[config.mk]
export PLATFORM = sky130hd
export DESIGN_NAME = ri5cy_ahb_arbiter_flat
export DESIGN_NICKNAME = d
export VERILOG_FILES = /design/src/rtl/ri5cy_ahb_arbiter_if.sv /design/src/rtl/ri5cy_ahb_arbiter.sv /design/src/flat_wrapper.sv
export SDC_FILE = /design/constraint.sdc
export NUM_CORES = 1
export LEC_CHECK = 0
export BUFFER_PORTS_ARGS = -buffer_cell sky130_fd_sc_hd__buf_2
export CAP_MARGIN = 25
export CORE_AREA = 2 2 128 130
export CTS_BUF_LIST = sky130_fd_sc_hd__clkbuf_8 sky130_fd_sc_hd__clkbuf_16
export CTS_CLUSTER_SIZE = 20
export DETAILED_ROUTE_END_ITERATION = 16
export DIE_AREA = 0 0 130 132
export SYNTH_ARGS = -nofsm -noshare
export SYNTH_HDL_FRONTEND = slang
export SYNTH_SLANG_ARGS = --single-unit
[constraint.sdc]
create_clock -name clk -period 3.9 [get_ports clk]
set_clock_uncertainty 0.2 [all_clocks]
set_input_delay 0.585 -clock clk [delete_from_list [all_inputs] [get_ports clk]]
set_output_delay 0.585 -clock clk [all_outputs]
set_load 0.005 [all_outputs]
[src/rtl/ri5cy_ahb_arbiter_if.sv]
`default_nettype none
// ============================================================================
//  Module   : ri5cy_ahb_arbiter_if
//  Brief    : Bus bundle joining two RI5CY requesters and one AHB-Lite port.
//  Revision : 1.0
// ============================================================================
interface ri5cy_ahb_arbiter_if #(
  parameter int AHB_ADDR_WIDTH = 32
);
  logic                      p0_req_i;
  logic                      p0_we_i;
  logic [3:0]                p0_be_i;
  logic [31:0]               p0_addr_i;
  logic [31:0]               p0_wdata_i;
  logic                      p0_gnt_o;
  logic                      p0_rvalid_o;
  logic [31:0]               p0_rdata_o;
  logic                      p0_err_o;

  logic                      p1_req_i;
  logic                      p1_we_i;
  logic [3:0]                p1_be_i;
  logic [31:0]               p1_addr_i;
  logic [31:0]               p1_wdata_i;
  logic                      p1_gnt_o;
  logic                      p1_rvalid_o;
  logic [31:0]               p1_rdata_o;
  logic                      p1_err_o;

  logic                      hsel_o;
  logic [AHB_ADDR_WIDTH-1:0] haddr_o;
  logic                      hwrite_o;
  logic [2:0]                hsize_o;
  logic [2:0]                hburst_o;
  logic [3:0]                hprot_o;
  logic [1:0]                htrans_o;
  logic                      hmastlock_o;
  logic [31:0]               hwdata_o;
  logic [31:0]               hrdata_i;
  logic                      hready_i;
  logic                      hresp_i;

  // Arbiter side: the AHB master.
  modport master (
    input  p0_req_i, p0_we_i, p0_be_i, p0_addr_i, p0_wdata_i,
    output p0_gnt_o, p0_rvalid_o, p0_rdata_o, p0_err_o,
    input  p1_req_i, p1_we_i, p1_be_i, p1_addr_i, p1_wdata_i,
    output p1_gnt_o, p1_rvalid_o, p1_rdata_o, p1_err_o,
    output hsel_o, haddr_o, hwrite_o, hsize_o, hburst_o, hprot_o, htrans_o,
    output hmastlock_o, hwdata_o,
    input  hrdata_i, hready_i, hresp_i
  );

  // Environment side: requesters plus the AHB slave.
  modport slave (
    output p0_req_i, p0_we_i, p0_be_i, p0_addr_i, p0_wdata_i,
    input  p0_gnt_o, p0_rvalid_o, p0_rdata_o, p0_err_o,
    output p1_req_i, p1_we_i, p1_be_i, p1_addr_i, p1_wdata_i,
    input  p1_gnt_o, p1_rvalid_o, p1_rdata_o, p1_err_o,
    input  hsel_o, haddr_o, hwrite_o, hsize_o, hburst_o, hprot_o, htrans_o,
    input  hmastlock_o, hwdata_o,
    output hrdata_i, hready_i, hresp_i
  );
endinterface
`default_nettype wire

[src/rtl/ri5cy_ahb_arbiter.sv]
`default_nettype none
// ============================================================================
//  Module   : ri5cy_ahb_arbiter
//  Brief    : Shares one AHB-Lite master port between the RI5CY LSU (port 0)
//             and instruction fetch (port 1), one data phase outstanding.
//  Revision : 1.0
// ============================================================================
module ri5cy_ahb_arbiter #(
  parameter int AHB_ADDR_WIDTH = 32,
  parameter int AHB_DATA_WIDTH = 32,
  parameter int ARB_MODE       = 1
) (
  input wire                  clk,
  input wire                  rst,
  ri5cy_ahb_arbiter_if.master bus
);

  localparam logic [1:0] c_HTRANS_IDLE   = 2'b00;
  localparam logic [1:0] c_HTRANS_NONSEQ = 2'b10;
  localparam logic [2:0] c_HSIZE_BYTE    = 3'b000;
  localparam logic [2:0] c_HSIZE_HALF    = 3'b001;
  localparam logic [2:0] c_HSIZE_WORD    = 3'b010;
  localparam logic [2:0] c_HBURST_SINGLE = 3'b000;

  typedef enum logic [0:0] {
    DP_IDLE = 1'b0,
    DP_DATA = 1'b1
  } dp_state_e;

  dp_state_e                 dp_state_q, dp_state_d;
  logic                      dp_owner_q, dp_owner_d;
  logic                      addr_lock_q, addr_lock_d;
  logic                      lock_owner_q, lock_owner_d;
  logic                      rr_ptr_q, rr_ptr_d;
  logic [AHB_DATA_WIDTH-1:0] hwdata_q, hwdata_d;

  logic                      w_err_first;
  logic                      w_active;
  logic                      w_owner;
  logic                      w_gnt;
  logic                      w_done;
  logic                      w_we;
  logic [3:0]                w_be;
  logic [31:0]               w_addr;
  logic [31:0]               w_wdata;
  logic [2:0]                w_size;
  logic [1:0]                w_addr_lo;
  logic                      w_be_legal;
  logic [31:0]               w_addr_sel;
  logic [AHB_ADDR_WIDTH-1:0] w_haddr;

  // First cycle of a two-cycle ERROR: the pending address phase is withdrawn.
  assign w_err_first = (dp_state_q == DP_DATA) & bus.hresp_i & ~bus.hready_i;

  always_comb begin
    w_active = 1'b0;
    w_owner  = 1'b0;
    if (!rst && !w_err_first) begin
      if (addr_lock_q) begin
        w_active = 1'b1;
        w_owner  = lock_owner_q;
      end else if (bus.p0_req_i && bus.p1_req_i) begin
        w_active = 1'b1;
        w_owner  = (ARB_MODE == 0) ? 1'b0 : rr_ptr_q;
      end else if (bus.p0_req_i) begin
        w_active = 1'b1;
        w_owner  = 1'b0;
      end else if (bus.p1_req_i) begin
        w_active = 1'b1;
        w_owner  = 1'b1;
      end
    end
  end

  assign w_we    = w_owner ? bus.p1_we_i    : bus.p0_we_i;
  assign w_be    = w_owner ? bus.p1_be_i    : bus.p0_be_i;
  assign w_addr  = w_owner ? bus.p1_addr_i  : bus.p0_addr_i;
  assign w_wdata = w_owner ? bus.p1_wdata_i : bus.p0_wdata_i;

  always_comb begin
    w_size     = c_HSIZE_WORD;
    w_addr_lo  = 2'b00;
    w_be_legal = 1'b1;
    case (w_be)
      4'b1111: ;
      4'b0011: w_size = c_HSIZE_HALF;
      4'b1100: begin w_size = c_HSIZE_HALF; w_addr_lo = 2'b10; end
      4'b0001: w_size = c_HSIZE_BYTE;
      4'b0010: begin w_size = c_HSIZE_BYTE; w_addr_lo = 2'b01; end
      4'b0100: begin w_size = c_HSIZE_BYTE; w_addr_lo = 2'b10; end
      4'b1000: begin w_size = c_HSIZE_BYTE; w_addr_lo = 2'b11; end
      default: w_be_legal = 1'b0;
    endcase
  end

  assign w_addr_sel = {w_addr[31:2], w_addr_lo};

  generate
    if (AHB_ADDR_WIDTH > 32) begin : g_addr_ext
      assign w_haddr = {{(AHB_ADDR_WIDTH-32){1'b0}}, w_addr_sel};
    end else begin : g_addr_trunc
      assign w_haddr = w_addr_sel[AHB_ADDR_WIDTH-1:0];
    end
  endgenerate

  assign w_gnt  = w_active & bus.hready_i;
  assign w_done = (dp_state_q == DP_DATA) & bus.hready_i;

  assign bus.htrans_o    = w_active ? c_HTRANS_NONSEQ : c_HTRANS_IDLE;
  assign bus.hsel_o      = w_active;
  assign bus.haddr_o     = w_active ? w_haddr : '0;
  assign bus.hwrite_o    = w_active & w_we;
  assign bus.hsize_o     = w_size;
  assign bus.hburst_o    = c_HBURST_SINGLE;
  assign bus.hmastlock_o = 1'b0;
  assign bus.hprot_o     = {2'b00, 1'b1, ~w_owner};
  assign bus.hwdata_o    = hwdata_q;

  assign bus.p0_gnt_o    = w_gnt & ~w_owner;
  assign bus.p1_gnt_o    = w_gnt &  w_owner;
  assign bus.p0_rvalid_o = w_done & ~dp_owner_q;
  assign bus.p1_rvalid_o = w_done &  dp_owner_q;
  assign bus.p0_err_o    = w_done & ~dp_owner_q & bus.hresp_i;
  assign bus.p1_err_o    = w_done &  dp_owner_q & bus.hresp_i;
  assign bus.p0_rdata_o  = bus.hrdata_i;
  assign bus.p1_rdata_o  = bus.hrdata_i;

  // A new grant while completing keeps the tracker in DATA: one transfer per cycle.
  always_comb begin
    dp_state_d   = dp_state_q;
    dp_owner_d   = dp_owner_q;
    hwdata_d     = hwdata_q;
    rr_ptr_d     = rr_ptr_q;
    addr_lock_d  = w_active & ~bus.hready_i;
    lock_owner_d = w_active ? w_owner : lock_owner_q;
    if (w_gnt) begin
      dp_state_d = DP_DATA;
      dp_owner_d = w_owner;
      hwdata_d   = w_wdata;
      rr_ptr_d   = ~w_owner;
    end else if (w_done) begin
      dp_state_d = DP_IDLE;
    end
  end

  always_ff @(posedge clk or posedge rst) begin
    if (rst) begin
      dp_state_q   <= DP_IDLE;
      dp_owner_q   <= 1'b0;
      addr_lock_q  <= 1'b0;
      lock_owner_q <= 1'b0;
      rr_ptr_q     <= 1'b0;
      hwdata_q     <= '0;
    end else begin
      dp_state_q   <= dp_state_d;
      dp_owner_q   <= dp_owner_d;
      addr_lock_q  <= addr_lock_d;
      lock_owner_q <= lock_owner_d;
      rr_ptr_q     <= rr_ptr_d;
      hwdata_q     <= hwdata_d;
    end
  end

  a_be_legal: assert property (@(posedge clk) disable iff (rst)
    w_active |-> w_be_legal);

  a_lock_req_held: assert property (@(posedge clk) disable iff (rst)
    addr_lock_q |-> (lock_owner_q ? bus.p1_req_i : bus.p0_req_i));

endmodule
`default_nettype wire
[src/flat_wrapper.sv]
// flat-port wrapper written by rule: the top's interface ports become plain ports
module ri5cy_ahb_arbiter_flat 
#(
  parameter int AHB_ADDR_WIDTH = 32,
  parameter int AHB_DATA_WIDTH = 32,
  parameter int ARB_MODE       = 1
)
  (clk, rst, bus_p0_req_i, bus_p0_we_i, bus_p0_be_i, bus_p0_addr_i, bus_p0_wdata_i, bus_p0_gnt_o, bus_p0_rvalid_o, bus_p0_rdata_o, bus_p0_err_o, bus_p1_req_i, bus_p1_we_i, bus_p1_be_i, bus_p1_addr_i, bus_p1_wdata_i, bus_p1_gnt_o, bus_p1_rvalid_o, bus_p1_rdata_o, bus_p1_err_o, bus_hsel_o, bus_haddr_o, bus_hwrite_o, bus_hsize_o, bus_hburst_o, bus_hprot_o, bus_htrans_o, bus_hmastlock_o, bus_hwdata_o, bus_hrdata_i, bus_hready_i, bus_hresp_i);
  ri5cy_ahb_arbiter_if #(.AHB_ADDR_WIDTH(AHB_ADDR_WIDTH)) bus_i ();
  input wire clk;
  input wire rst;
  input wire logic [$bits(bus_i.p0_req_i)-1:0] bus_p0_req_i;
  input wire logic [$bits(bus_i.p0_we_i)-1:0] bus_p0_we_i;
  input wire logic [$bits(bus_i.p0_be_i)-1:0] bus_p0_be_i;
  input wire logic [$bits(bus_i.p0_addr_i)-1:0] bus_p0_addr_i;
  input wire logic [$bits(bus_i.p0_wdata_i)-1:0] bus_p0_wdata_i;
  output wire logic [$bits(bus_i.p0_gnt_o)-1:0] bus_p0_gnt_o;
  output wire logic [$bits(bus_i.p0_rvalid_o)-1:0] bus_p0_rvalid_o;
  output wire logic [$bits(bus_i.p0_rdata_o)-1:0] bus_p0_rdata_o;
  output wire logic [$bits(bus_i.p0_err_o)-1:0] bus_p0_err_o;
  input wire logic [$bits(bus_i.p1_req_i)-1:0] bus_p1_req_i;
  input wire logic [$bits(bus_i.p1_we_i)-1:0] bus_p1_we_i;
  input wire logic [$bits(bus_i.p1_be_i)-1:0] bus_p1_be_i;
  input wire logic [$bits(bus_i.p1_addr_i)-1:0] bus_p1_addr_i;
  input wire logic [$bits(bus_i.p1_wdata_i)-1:0] bus_p1_wdata_i;
  output wire logic [$bits(bus_i.p1_gnt_o)-1:0] bus_p1_gnt_o;
  output wire logic [$bits(bus_i.p1_rvalid_o)-1:0] bus_p1_rvalid_o;
  output wire logic [$bits(bus_i.p1_rdata_o)-1:0] bus_p1_rdata_o;
  output wire logic [$bits(bus_i.p1_err_o)-1:0] bus_p1_err_o;
  output wire logic [$bits(bus_i.hsel_o)-1:0] bus_hsel_o;
  output wire logic [$bits(bus_i.haddr_o)-1:0] bus_haddr_o;
  output wire logic [$bits(bus_i.hwrite_o)-1:0] bus_hwrite_o;
  output wire logic [$bits(bus_i.hsize_o)-1:0] bus_hsize_o;
  output wire logic [$bits(bus_i.hburst_o)-1:0] bus_hburst_o;
  output wire logic [$bits(bus_i.hprot_o)-1:0] bus_hprot_o;
  output wire logic [$bits(bus_i.htrans_o)-1:0] bus_htrans_o;
  output wire logic [$bits(bus_i.hmastlock_o)-1:0] bus_hmastlock_o;
  output wire logic [$bits(bus_i.hwdata_o)-1:0] bus_hwdata_o;
  input wire logic [$bits(bus_i.hrdata_i)-1:0] bus_hrdata_i;
  input wire logic [$bits(bus_i.hready_i)-1:0] bus_hready_i;
  input wire logic [$bits(bus_i.hresp_i)-1:0] bus_hresp_i;
  assign bus_i.p0_req_i = bus_p0_req_i;
  assign bus_i.p0_we_i = bus_p0_we_i;
  assign bus_i.p0_be_i = bus_p0_be_i;
  assign bus_i.p0_addr_i = bus_p0_addr_i;
  assign bus_i.p0_wdata_i = bus_p0_wdata_i;
  assign bus_p0_gnt_o = bus_i.p0_gnt_o;
  assign bus_p0_rvalid_o = bus_i.p0_rvalid_o;
  assign bus_p0_rdata_o = bus_i.p0_rdata_o;
  assign bus_p0_err_o = bus_i.p0_err_o;
  assign bus_i.p1_req_i = bus_p1_req_i;
  assign bus_i.p1_we_i = bus_p1_we_i;
  assign bus_i.p1_be_i = bus_p1_be_i;
  assign bus_i.p1_addr_i = bus_p1_addr_i;
  assign bus_i.p1_wdata_i = bus_p1_wdata_i;
  assign bus_p1_gnt_o = bus_i.p1_gnt_o;
  assign bus_p1_rvalid_o = bus_i.p1_rvalid_o;
  assign bus_p1_rdata_o = bus_i.p1_rdata_o;
  assign bus_p1_err_o = bus_i.p1_err_o;
  assign bus_hsel_o = bus_i.hsel_o;
  assign bus_haddr_o = bus_i.haddr_o;
  assign bus_hwrite_o = bus_i.hwrite_o;
  assign bus_hsize_o = bus_i.hsize_o;
  assign bus_hburst_o = bus_i.hburst_o;
  assign bus_hprot_o = bus_i.hprot_o;
  assign bus_htrans_o = bus_i.htrans_o;
  assign bus_hmastlock_o = bus_i.hmastlock_o;
  assign bus_hwdata_o = bus_i.hwdata_o;
  assign bus_i.hrdata_i = bus_hrdata_i;
  assign bus_i.hready_i = bus_hready_i;
  assign bus_i.hresp_i = bus_hresp_i;
  ri5cy_ahb_arbiter #(.AHB_ADDR_WIDTH(AHB_ADDR_WIDTH), .AHB_DATA_WIDTH(AHB_DATA_WIDTH), .ARB_MODE(ARB_MODE)) u_core (.clk(clk), .rst(rst), .bus(bus_i));
endmodule
==> impl_results.md, run 1 <==
* Status: completed
* Gr ovfl total at 0
* CTS tree: done
* Crit Path Max Fanout at 34
* CP cell instances: nand2b_1 > o21ai_4 > buf_4 > nand2_1 > a21oi_1 > buf_2
* Worst VDD drop at 133.2 uV
* Rows at 46
* Io pins at 325
* RSZ-0062 raised after global routing: no
* IO Port Bufs at 215
* CP arrival at 2.52 ns
* Yosys cell types at 29
* Post-synthesis register bit count at 37
* Nets@finish at 691
* Final Worst Setup Slack at 0.5975 ns
* Largest net degree at the start of global routing at 37
* Final setup fails at 0
* Initial antenna violation count at 1
* Top post-synthesis cells by area: dfrtp_1, buf_4, nand2_1, a22oi_1, a21oi_1
* CTS hold repair buffers at 0
* Die X at 130 um
* Setup TNS at 0 ns
* Syn-to-layout area delta at 33.51%
* Wire length of the first global-routing pass at 14910 um
* Clock Tree Root: clkbuf_16
* Critical path endpoint category: output pin
* Die Height at 132 um
* Most common cell after layout, fill and taps aside: buf_2
* Fin crit share at 84.68%
* Worst path depth at 6
* Critical Path Max Stage Delay at 0.73 ns
* Crit path kind: reg -> out
* Vias in the first global route at 2768
* Commonest cells after routing, fill and taps aside: buf_2, nand2_1, dfrtp_1
* Placed Area at 3598 um2
* Crit start category: flop
* Setup bufs post-CTS at 0
* Worst-margin pin slew at 0.9905 ns
* Register area share after synthesis at 33.02%
* Core area at 15710 um2
* P_leak at 2.041 nW
* Layout fillers at 1748
* Max-Slew Margin vs Limit at 32.56%
* Clock-pin slew on the worst setup and hold paths at 0.05 ns
* Ys flop type: dfrtp_1
* Area leader, netlist: dfrtp_1
* Path depth of the worst reg2reg path at 6
* Share of layout cells above drive strength 1 at 45.05%
* EDFF count, synth at 0
* Design Area, Final at 3744 um2
* Final hold slack at 0.2549 ns
* Residual DRC at 0
* Total placed cells including tap cells at 724
* CTS sink cnt at 37
* CP delay by family, top: compound AO/OA/AOI/OAI gates
* Max-Cap Viols at 0
* GP Congestion at 0.6968
* Starting Density at 17.85%
* Final ANT Viol Nets at 0
* DRT iter0 DRCs at 93
* Detailed-route wire length per cell at 13.44 um
* Top-area cell type share of the netlist area at 33.02%
* Syn. warnings at 0
* Max Slew Vio Count at 0
* Netlist Area Pre-Place at 2804 um2
* Total GRT Usage at 11.10%
* Post_cts resized at 0
* Final WL at 9836 um
* Router iterations before antenna repair at 4
* Critical Path RT at 3.12 ns
* Die Footprint at 17160 um2
* Hold WC Path Type: in -> async
* Post-route insts no fill at 732
* DR vias/cell at 3.947
* Fraction of registers with async set/reset at 100.0%
* Clock Tree Buf Depth at 2
* H-tree Lvls at 2
* Routed via count at 2889
* TritonCTS buffer count at 5
* Skew-Pair Late Insertion Delay at 0.27 ns
* CP bufs+invs at 2
* CP max-delay cell: o21ai_4
* Max Clock Freq at 302.8 MHz
* Hpwl dp at 7667 um
* PD cells at 362.1 nW/um2
* DP Worst Slack at 0.6207 ns
* Mapped Cells at 377
* Final Hold Viols at 0
* Avg Inst Size Synth at 7.438 um2
* Min Clock Period, post-route at 3.303 ns
[synth_stat cells (all sizes together) (2+ instances only)]
cell type,count
nand2b,2
and2,2
clkbuf,15
nand2,98
buf,84
or4,2
xor2,2
xnor2,2
conb,2
o21ai,34
a31oi,3
a21oi,34
and3,3
dfrtp,37
nor2,7
mux2i,3
a22oi,32
inv,5
nor3,2
[stage by stage]
stage | power (W) | utilization (%)
floorplan | 0.0007898 | -
global placement | 0.0009709 | 22.90
detailed placement | 0.0009764 | 22.90
CTS | 0.001388 | 23.81
global route | 0.001469 | 23.83
finish | 0.001356 | 23.83
[registers in the layout, summed over array words and instances (netlist names)]
name / count
u_core.addr_lock_q: 1
u_core.rr_ptr_q: 1
u_core.bus.hwdata_o: 32
u_core.lock_owner_q: 1
u_core.dp_owner_q: 1
u_core.dp_state_q: 1
[kinds of logic (layout without fill, tap and decap cells)]
| group | count (synthesis) | in the layout | synth area share [%] |
|---|---|---|---|
| muxes | 3 | 3 | 1.071 |
| buffers and inverters | 104 | 235 | 24.27 |
| other | 2 | 10 | 0.2678 |
| DFF | 37 | 37 | 33.02 |
| xor gates and xnor gates | 4 | 4 | 1.250 |
| AOI/OAI and AO/OA | 108 | 108 | 22.89 |
| and+or+nand+nor | 119 | 119 | 17.22 |
[metal layers]
layer / share of wire, % / wire, um / GRT usage (%) / up-vias
met3: 9.4 / 926 / 3.490 / 11
li1: - / - / - / 1458
met5: 0 / 0 / 0 / -
met2: 46 / 4518 / 17.86 / 157
met1: 43 / 4274 / 14.14 / 1263
met4: 1.2 / 116 / 3.405 / 0
[final cells by class]
type,count,area [um2],area share (%)
multi-input cells,243,1247,33.32
repair buffers,223,1136,30.35
flip-flops and latches,37,925.9,24.73
well taps,216,270.3,7.219
clock buffers,6,138.9,3.710
inverters,5,18.77,0.5013
clock inverters,1,3.754,0.1003
diodes,1,2.502,0.06684
[path summary, 6_finish.rpt]
kind,from,end,slack (ns)
max,u_core.addr_lock_q$_DFF_PP0_,bus_haddr_o[22],0.60
min,rst,u_core.dp_state_q$_DFFE_PP0P_,0.25
max reg2reg,u_core.addr_lock_q$_DFF_PP0_,u_core.bus.hwdata_o[10]$_DFFE_PP0P_,1.31
min reg2reg,u_core.bus.hwdata_o[28]$_DFFE_PP0P_,u_core.bus.hwdata_o[28]$_DFFE_PP0P_,0.28
max in group asynchronous,rst,u_core.bus.hwdata_o[27]$_DFFE_PP0P_,2.48
min in group clk,u_core.bus.hwdata_o[28]$_DFFE_PP0P_,u_core.bus.hwdata_o[28]$_DFFE_PP0P_,0.28
[where the power goes]
part / switching, W / internal [W]
Sequential: 0.0000391 / 0.000458
Clock: 0.000148 / 0.000248
Combinational: 0.000251 / 0.000211
Note: power is estimated with default switching activity, not from simulation.
==> run 2: changes to the inputs <==
ABC_AREA = 1   (was default)
CORE_AREA = 2 2 126 128   (was 2 2 128 130)
DIE_AREA = 0 0 128 130   (was 0 0 130 132)
clock period = 2.8 ns   (was 3.9 ns; I/O delays follow)
==> run 2 against run 1 <==
Effect of this change: flip-flop and latch count did not move; global-route usage about the same; area after synthesis is 3.8% higher; non-clock buffer count grew 2; die area shrank 3.0%; count of clock-buffer cells in the layout unchanged; register-to-register slack worse by 0.51 ns; first-iteration DRC count down 44%; clock power is 66% higher; largest cell class unchanged; highest routed layer is now met5.
==> impl_results.md, run 2 <==
* R2R Setup Slk at 0.80 ns (-0.51 ns)
* Final Hold Viols at 0 (unchanged)
* Top post-synthesis cells by area: dfrtp_1, buf_4, nand2_1, nor2_1, nand3_1
* PD cells at 516.7 nW/um2 (+43%)
* Largest register FFs at 32 (unchanged)
* Share of layout cells above drive strength 1 at 43.08% (-2.0 points)
* Final Total Pwr at 0.002002 W (+48%)
* Post-route insts no fill at 770 (+5.2%)
* Hold WC Path Type: in -> reg
* Total placed cells including tap cells at 761 (+5.1%)
* Worst r2r dst: u_core.bus.hwdata_o[23]$_DFFE_PP0P_
* Critical Path RT at 2.18 ns (-0.94 ns)
* Die Footprint at 16640 um2 (-3.0%)
* Critical Path Max Stage Delay at 0.39 ns (-0.34 ns)
* Post-synthesis register bit count at 37 (unchanged)
* Total GRT Usage at 11.07% (-0.031 points)
* Final WL at 9897 um (+0.62%)
* Status: completed
* Top-count cell post-synth: nand2_1
* Area leader, netlist: dfrtp_1
* CP arrival at 1.92 ns (-0.60 ns)
* Most common cell after layout, fill and taps aside: buf_2
* Syn. warnings at 0 (unchanged)
* Max Slew Vio Count at 0 (unchanged)
* Setup TNS at 0 ns (unchanged)
* Clock Tree Buf Depth at 2 (unchanged)
* Largest net degree at the start of global routing at 37 (unchanged)
* Final ANT Viol Nets at 0 (unchanged)
* Fin crit share at 90.54%
* DR vias/cell at 3.982 (+0.89%)
* Core area at 15420 um2 (-1.8%)
* Io pins at 325 (unchanged)
* Initial antenna violation count at 1 (unchanged)
* Mapped Cells at 432 (+15%)
* Seq. cell area at 925.9 um2 (unchanged)
* Detailed-route wire length per cell at 12.85 um (-4.3%)
* Most frequent cells after synthesis: nand2_1, buf_4, nor2_1, nand3_1, dfrtp_1
* Worst R2R Start: u_core.addr_lock_q$_DFF_PP0_
* RSZ-0062 raised after global routing: no
* Layout fillers at 1753 (+0.29%)
* Max-Slew Margin vs Limit at 62.60% (+30 points)
* IO Port Bufs at 215 (unchanged)
* Area of the multi-input gates at 1304 um2 (+4.5%)
* Max-Cap Viols at 0 (unchanged)
* Max Clock Freq at 394.4 MHz
* Starting Density at 18.87% (+1.0 points)
* Fraction of registers with async set/reset at 100.0% (unchanged)
* Crit start category: flop
* Register area share after synthesis at 31.81% (-1.2 points)
* Worst-margin pin slew at 0.5611 ns (-0.4294 ns)
* Hpwl dp at 8267 um (+7.8%)
* Nets@finish at 753 (+9.0%)
* Wire length of the first global-routing pass at 14150 um (-5.1%)
* GP Congestion at 0.7791 (+12%)
* Critical path endpoint category: output pin
* Vias in the first global route at 2677 (-3.3%)
* CP cell instances: nor2_1 > nand2_1 > nand2_2 > nand2_4 > nand2_1 > nand2_1 > nor2_1 > nand2_1 > nand2_1 > inv_1 > buf_2
* Cells on Worst Hold Path at 3
* Avg Inst Size Synth at 6.737 um2 (-9.4%)
* DRT iter0 DRCs at 52 (-44%)
* Rows at 46 (unchanged)
* Worst hold endpoint: u_core.bus.hwdata_o[30]$_DFFE_PP0P_
* Clock Tree Root: clkbuf_16
* Die X at 128 um (-1.5%)
* EDFF count, synth at 0 (unchanged)
* Routed via count at 3066 (+6.1%)
* Final setup fails at 0 (unchanged)
* Diode count at 0 (-1)
* Gr ovfl total at 0 (unchanged)
* CTS tree: done
* P_leak at 2.222 nW (+8.8%)
* Syn-to-layout area delta at 33.10%
* Residual DRC at 0 (unchanged)
* Yosys cell types at 22 (-24%)
* Router iterations before antenna repair at 4 (unchanged)
* Commonest cells after routing, fill and taps aside: buf_2, nand2_1, nor2_1
* CTS sink cnt at 37 (unchanged)
* Critical hold path startpoint: bus_p0_wdata_i[30]
* Clock-pin slew on the worst setup and hold paths at 0.06 ns (about the same)
* Die Height at 130 um (-1.5%)
* TritonCTS buffer count at 5 (unchanged)
* H-tree Lvls at 2 (unchanged)
* Worst VDD drop at 235.4 uV (+77%)
* Top-area cell type share of the netlist area at 31.81% (-1.2 points)
* Crit Path Max Fanout at 13 (-62%)
* Netlist Area Pre-Place at 2910 um2 (+3.8%)
* Crit path kind: reg -> out
* Path depth of the worst reg2reg path at 8 (+2)
* Most common cell type on the critical path: nand2_1
* Skew-Pair Late Insertion Delay at 0.28 ns (about the same)
* CP max-delay cell: dfrtp_1
* Min Clock Period, post-route at 2.535 ns
* Ys flop type: dfrtp_1
==> run 2: cell count changes in the layout (fill, tap and decap cells not counted), sizes merged, moves of 3 or more <==
cell / delta
inv: +6
nor2: +65
nand2: +33
nand3: +38
a22oi: -32
mux2i: -3
a31oi: -3
a21oi: -32
nand3b: +3
and3: -3
==> run 2: cell families (layout without fill, tap and decap cells) <==
kind of cell | after synthesis | count (layout) | share of synthesized area (%)
simple gates | 251 | 251 | 37.45
flops | 37 | 37 | 31.81
buf+inv | 107 | 246 | 24.46
other cells | 2 | 9 | 0.2580
compound gates | 35 | 35 | 6.019
==> run 2: power by group <==
part / internal (W) / total (W) / switching, W / leakage [nW]
logic: 0.000297 / 0.000634 / 0.000336 / 1.68
registers: 0.000653 / 0.000708 / 0.0000551 / 0.457
clock network: 0.000444 / 0.000660 / 0.000216 / 0.0831
total: 0.00139 / 0.00200 / 0.000607 / 2.22
==> run 2: stage by stage <==
stage / area, um2 / setup WS, ns / hold WS [ns] / utilization (%)
2_1_floorplan: 2937 / 0.7657 / 0.2417 / -
4_1_cts: 3869 / 0.1527 / 0.1374 / 25.08
5_1_grt: 3874 / 0.06041 / 0.1517 / 25.11
3_5_place_dp: 3682 / 0.3265 / 0.2281 / 23.87
6_report: 3874 / 0.2648 / 0.1437 / 25.11
3_3_place_gp: 3662 / 0.3402 / 0.2658 / 23.74
==> run 2: worst max path at each step <==
stage / from / to / slack (ns) / cells past startpoint
floorplan: bus_hresp_i / bus_haddr_o[23] / 0.77 / 8
global placement: bus_p1_req_i / bus_hsize_o[1] / 0.34 / 13
detailed placement: bus_p1_req_i / bus_hsize_o[1] / 0.33 / 13
CTS: u_core.addr_lock_q$_DFF_PP0_ / bus_hsize_o[1] / 0.15 / 11
global route: u_core.addr_lock_q$_DFF_PP0_ / bus_hsize_o[1] / 0.06 / 11
finish: u_core.addr_lock_q$_DFF_PP0_ / bus_hsize_o[1] / 0.26 / 11
==> run 2: cell type report <==
type	instances	area share [%]
Sequential cell	37	23.90
Tap cell	192	6.202
Timing Repair Buffer	225	30.43
Clock inverter	2	0.9690
Clock buffer	6	3.585
Multi-Input combinational cell	295	33.66
Inverter	13	1.260
==> run 2: what timing repair did <==
item,CTS,global route
gates resized for setup,0,1
hold buffers,1,0
setup endpoints to repair,0,2
endpoints found under the hold margin,4,0
setup buffers,0,0
==> run 2: metal layers <==
layer	global-route usage, %	up-vias	routed length (um)	share of wire [%]
met5	0	-	13	0.13
met4	4.008	2	219	2.2
met1	12.67	1283	3992	40
met3	3.485	26	1051	11
met2	19.50	192	4620	47
li1	-	1563	-	-
==> run 2: critical path: cells and delay by family, from the launching register on <==
family	cells	cell delay, ns
buffers and inverters	2	0.16
flip-flops	1	0.39
AND/OR/NAND/NOR	9	1.09
